## config.mk

```make
export PLATFORM = sky130hd
export DESIGN_NAME = grant_arbiter_flat
export DESIGN_NICKNAME = d
export VERILOG_FILES = /design/src/rtl/grant_arbiter_if.sv /design/src/rtl/grant_arbiter.sv /design/src/flat_wrapper.sv
export SDC_FILE = /design/constraint.sdc
export NUM_CORES = 1
export LEC_CHECK = 0
export CELL_PAD_IN_SITES_DETAIL_PLACEMENT = 0
export CELL_PAD_IN_SITES_GLOBAL_PLACEMENT = 1
export CORE_MARGIN = 5
export CORE_UTILIZATION = 35
export CTS_BUF_LIST = sky130_fd_sc_hd__clkbuf_4
export DETAILED_ROUTE_END_ITERATION = 16
export PLACE_DENSITY_LB_ADDON = 0.25
export SYNTH_ARGS = -nofsm -noshare
export SYNTH_HDL_FRONTEND = slang
export SYNTH_SLANG_ARGS = --single-unit
```

## constraint.sdc

```tcl
create_clock -name clk -period 4.8 [get_ports clk]
set_input_delay 0.96 -clock clk [delete_from_list [all_inputs] [get_ports clk]]
set_output_delay 0.96 -clock clk [all_outputs]
set_load 0.01 [all_outputs]
```

## src/rtl/grant_arbiter_if.sv

```systemverilog
// grant_arbiter_if: request/grant bundle between requesters (master) and the arbiter (slave)
interface grant_arbiter_if #(
  parameter int NUM_REQ = 16,
  parameter int IDX_BITS = 4
);
  logic enable;
  logic [NUM_REQ-1:0] req;
  logic [NUM_REQ-1:0] grant;
  logic [IDX_BITS-1:0] grant_idx;
  logic grant_valid;
  modport master (output enable, req, input grant, grant_idx, grant_valid);
  modport slave (input enable, req, output grant, grant_idx, grant_valid);
endinterface

```

## src/rtl/grant_arbiter.sv

```systemverilog
// grant_arbiter: round-robin arbiter with hold limit, one-cycle turnaround gap and registered one-hot/binary grant
module grant_arbiter #(
  parameter int NUM_REQ = 16,
  parameter int IDX_BITS = 4,
  parameter int MAX_HOLD = 8
) (
  input logic clk,
  input logic rst_n,
  grant_arbiter_if.slave bus
);
  typedef enum logic [1:0] {IDLE, GRANT, GAP} state_t;
  state_t state, state_n;
  logic [NUM_REQ-1:0] grant, grant_n;
  logic [IDX_BITS-1:0] idx, idx_n, last, last_n, win, p;
  logic [7:0] cnt, cnt_n;
  logic valid, found, holder, others, limit;
  always_comb begin
    found = 1'b0;
    win = '0;
    p = '0;
    for (int k = 0; k < NUM_REQ; k++) begin
      p = IDX_BITS'((int'(last) + 1 + k) % NUM_REQ);
      if (!found && bus.req[p]) begin
        found = 1'b1;
        win = p;
      end
    end
  end
  assign holder = bus.req[idx];
  assign others = |(bus.req & ~grant);
  // a holder that has used its full allowance yields to any competitor, even a late one
  assign limit = cnt >= 8'(MAX_HOLD - 1);
  always_comb begin
    state_n = state;
    grant_n = grant;
    idx_n = idx;
    last_n = last;
    cnt_n = (state == GRANT && cnt != 8'(MAX_HOLD)) ? cnt + 8'd1 : cnt;
    if (state == GRANT) begin
      if (!holder || (others && limit)) begin
        state_n = GAP;
        grant_n = '0;
        idx_n = '0;
      end
    end else if (bus.enable && found) begin
      state_n = GRANT;
      grant_n = NUM_REQ'(1) << win;
      idx_n = win;
      last_n = win;
      cnt_n = '0;
    end else begin
      state_n = IDLE;
    end
  end
  always_ff @(posedge clk) begin
    if (!rst_n) begin
      state <= IDLE;
      grant <= '0;
      idx <= '0;
      valid <= 1'b0;
      cnt <= '0;
      last <= IDX_BITS'(NUM_REQ - 1);
    end else begin
      state <= state_n;
      grant <= grant_n;
      idx <= idx_n;
      valid <= state_n == GRANT;
      cnt <= cnt_n;
      last <= last_n;
    end
  end
  assign bus.grant = grant;
  assign bus.grant_idx = idx;
  assign bus.grant_valid = valid;
endmodule

```

## src/flat_wrapper.sv

```systemverilog
// flat-port wrapper written by rule: the top's interface ports become plain ports
module grant_arbiter_flat 
#(
  parameter int NUM_REQ = 16,
  parameter int IDX_BITS = 4,
  parameter int MAX_HOLD = 8
)
  (clk, rst_n, bus_enable, bus_req, bus_grant, bus_grant_idx, bus_grant_valid);
  grant_arbiter_if #(.NUM_REQ(NUM_REQ), .IDX_BITS(IDX_BITS)) bus_i ();
  input logic clk;
  input logic rst_n;
  input wire logic [$bits(bus_i.enable)-1:0] bus_enable;
  input wire logic [$bits(bus_i.req)-1:0] bus_req;
  output wire logic [$bits(bus_i.grant)-1:0] bus_grant;
  output wire logic [$bits(bus_i.grant_idx)-1:0] bus_grant_idx;
  output wire logic [$bits(bus_i.grant_valid)-1:0] bus_grant_valid;
  assign bus_i.enable = bus_enable;
  assign bus_i.req = bus_req;
  assign bus_grant = bus_i.grant;
  assign bus_grant_idx = bus_i.grant_idx;
  assign bus_grant_valid = bus_i.grant_valid;
  grant_arbiter #(.NUM_REQ(NUM_REQ), .IDX_BITS(IDX_BITS), .MAX_HOLD(MAX_HOLD)) u_core (.clk(clk), .rst_n(rst_n), .bus(bus_i));
endmodule
```

==> results_tabular.tex <==
\begin{tabular}{lr}
\hline
Metric & Value \\
\hline
\multicolumn{2}{l}{\textbf{STA}} \\
Largest clock skew in the final design & $\sim$0.012 ns \\
Period utilisation layout & between 90 and 100\% \\
Worst slew pin tran & around 0.77 ns \\
\# setup viols final & 0 \\
Final hold viol count & 0 \\
Slew headroom & a little under 50\% \\
Total count of max-transition violations in the final report & 0 \\
Fmax achieved & between 200 and 250 MHz \\
Time the final worst path needs with I/O delays and setup & around 4.6 ns \\
Sum of negative setup slack & 0 ns \\
RSZ-0062 raised after global routing & false \\
\multicolumn{2}{l}{\textbf{Clock network}} \\
CTS tree & built \\
Post-cts gate resize count & 0 \\
Clock net sink count & 35 \\
Number of buffers added by the clock tree synthesis step & 5 \\
Maximum buffer depth of the clock tree & 2 \\
Count of buffers added by post-CTS timing repair for setup & 0 \\
CTS Root Cell & clkbuf\_4 \\
Clock transition at the register clock pins on the worst setup and hold paths after CTS & about 0.11 ns \\
Worst skew pair latency & between 0.3 and 0.4 ns \\
H-tree lvl count & 2 \\
Number of hold buffers added after cts & 0 \\
\multicolumn{2}{l}{\textbf{GRT}} \\
Total gr overflow & 0 \\
Largest net degree at the start of global routing & 35 \\
Number of global-route vias before repair & between 4000 and 5000 \\
Initial antenna violation count & 0 \\
Total track usage & roughly 22\% \\
Global-route wire length before repair & $\sim$26000 microns \\
\multicolumn{2}{l}{\textbf{Logic synthesis}} \\
Synth top cells by count & 52 x nand2\_1, 41 x nor2\_1, 35 x dfxtp\_1 \\
Sequential area share after synthesis & approximately 16\% \\
Cell area after technology mapping & between 4000 and 5000 sq um \\
Number of cells produced by synthesis & about 540 \\
Cell type with the largest total area after synthesis & dfxtp\_1 \\
Number of flops mapped to enable cells by yosys & 0 \\
Fraction of synthesized cell area taken by the top area cell type & around 16\% \\
Net count after synthesis & around 560 \\
Top-count cell post-synth & nand2\_1 \\
Post-synth ARST share & 0\% \\
Synthesis-stage register bit count & 35 \\
Library cells used by synthesis & 94 \\
Number of warnings issued by yosys & 0 \\
Most common flop cell mapped by yosys & dfxtp\_1 \\
Cell types occupying the most area after synthesis & dfxtp\_1 16\%, mux4\_2 7.6\%, nand2\_1 4.4\%, mux2i\_1 4.3\%, mux2\_2 4.0\% \\
Avg Cell Area, Syn & 8.34 sq um \\
\multicolumn{2}{l}{\textbf{Floorplan}} \\
Die Span Y & 123 microns \\
Initial Util & between 30\% and 40\% \\
Num ports & 40 \\
Die Width & between 100 and 150 microns \\
Core ar. & 12600 sq um \\
DIE AREA & 15100 sq um \\
Number of rows created at floorplan & 41 \\
\multicolumn{2}{l}{\textbf{Place}} \\
Estimated wirelength of the detail-placed design & about 14000 microns \\
RePlAce Congestion & 1.07 \\
Number of buffers added on ports & 39 \\
\multicolumn{2}{l}{\textbf{Hold path}} \\
Worst min-delay path class & flop to flop \\
\multicolumn{2}{l}{\textbf{Route}} \\
Wire length per cell after detailed routing & about 21 microns \\
Number of design-rule violations left by the first detailed-router iteration & approximately 390 \\
DRC Markers & 0 \\
DR vias & around 4800 \\
First-pass detailed-route iteration total & 5 \\
Routed wire length & 16900 microns \\
Antenna viol nets, final & 0 \\
Routed vias/inst & between 6 and 7 \\
\multicolumn{2}{l}{\textbf{Layout}} \\
Antenna diode instance count & 0 \\
Area Growth Syn to Fin & 22.2\% \\
Proportion of layout cells with a drive suffix above 1 & between 20\% and 30\% \\
Net count of the finished layout & roughly 640 \\
\multicolumn{2}{l}{\textbf{Critical path}} \\
Max FO, Critical Path & 5 \\
WS Path Type & input port to flop \\
Endpoint type of the worst setup path & flop \\
Critical path arrival & between 4 and 5 ns \\
Startpoint type of the worst setup path & input port \\
Worst EP required & 5.09 ns \\
\multicolumn{2}{l}{\textbf{Job}} \\
Reported max-cap violation count & 0 \\
\multicolumn{2}{l}{\textbf{Outcome}} \\
Run status & complete, no violations \\
\hline
\end{tabular}
==> per-stage QoR <==
| stage | setup WS [ns] | hold WS (ns) | instances | area [sq um] | util (%) |
|---|---|---|---|---|---|
| 6_report | 0.231 | 0.540 | 793 | 5470 | 43.5 |
| 5_1_grt | 0.0601 | 0.570 | 793 | 5470 | 43.5 |
| 4_1_cts | 0.281 | 0.545 | 793 | 5470 | 43.5 |
| 3_5_place_dp | -0.0602 | 0.520 | 785 | 5410 | 43.1 |
| 3_3_place_gp | -0.0571 | 0.500 | 785 | 5410 | 43.1 |
| 2_1_floorplan | 0.172 | 0.479 | 536 | 4470 | - |
==> critical path: stages <==
cell and delay [ns]:
clkdlybuf4s50_1 0.49, mux4_2 0.51, and2_1 0.19, a21o_1 0.17, and3_1 0.20, or3_1 0.50, or4b_4 0.64, a21o_1 0.18
a32o_1 0.26, a32o_2 0.30, nor3_4 0.28, a22o_1 0.18
==> cell type report <==
cell class                 instances  area [sq um]
clock buffer                       6          45.0
multi-input combinational        440          3460
timing repair buffer             109           928
clock inverter                     2          7.51
fill                            1269          7100
sequential                        35           701
tap                              172           215
inverter                          29           109
==> cells in the final DEF (no fill, tap or decap), types with 5 or more instances in the layout <==
cell type / synthesis / routed
and2_1: 11 / 11
and3_1: 7 / 7
inv_1: 28 / 28
or3_1: 7 / 7
mux2_2: 16 / 16
nor2_1: 41 / 41
a21oi_1: 33 / 33
clkbuf_4: 0 / 6
a22oi_1: 5 / 5
dfxtp_1: 35 / 35
clkdlybuf4s50_1: 0 / 39
buf_4: 4 / 69
nand2_1: 52 / 52
o211ai_1: 6 / 6
a21boi_0: 6 / 6
xor2_1: 7 / 7
mux4_1: 6 / 6
a22o_1: 16 / 16
o21ai_0: 23 / 23
a31oi_1: 7 / 7
a211oi_1: 5 / 5
nand2b_1: 7 / 7
xnor2_1: 5 / 5
or2_2: 6 / 6
nor3_1: 6 / 6
nand3_1: 12 / 12
mux4_2: 15 / 15
o22ai_1: 10 / 10
mux2i_1: 19 / 19
a21o_1: 6 / 6
nand4_1: 7 / 7
==> logic make-up after synthesis <==
| logic type | after synthesis | synth area share [%] |
|---|---|---|
| buf+inv | 61 | 6.97 |
| compound gates | 180 | 30.1 |
| mux | 57 | 19.7 |
| simple gates | 183 | 22.0 |
| xor+xnor | 16 | 4.42 |
| flops | 35 | 15.7 |
| fa+ha+maj | 4 | 1.12 |
==> per-layer routing <==
metal | share of wire (%) | GRT usage [%]
met1 | 44 | 29.7
met2 | 47 | 37.5
met3 | 5.2 | 2.47
met4 | 3.9 | 8.51
met5 | 0 | 0
==> state kept, by name, indices dropped and copies added (netlist names) <==
name,flops
u_core.bus.grant,16
u_core.bus.grant_valid,1
u_core.cnt,8
u_core.state,2
u_core.last,4
u_core.bus.grant_idx,4
==> path summary, 6_finish.rpt <==
kind | startpoint | end | slack (ns) | cells past startpoint
setup / recovery | bus_req[13] | u_core.bus.grant[0] | 0.23 | 12
setup reg to reg | u_core.last[0] | u_core.bus.grant[0] | 0.26 | 14
hold / removal | u_core.cnt[7] | u_core.cnt[7] | 0.54 | 2
hold reg to reg | u_core.cnt[7] | u_core.cnt[7] | 0.54 | 2
Power is left out: the tool's default activity adds up to more than one toggle a clock period on the data nets, which glitch-free logic cannot reach.
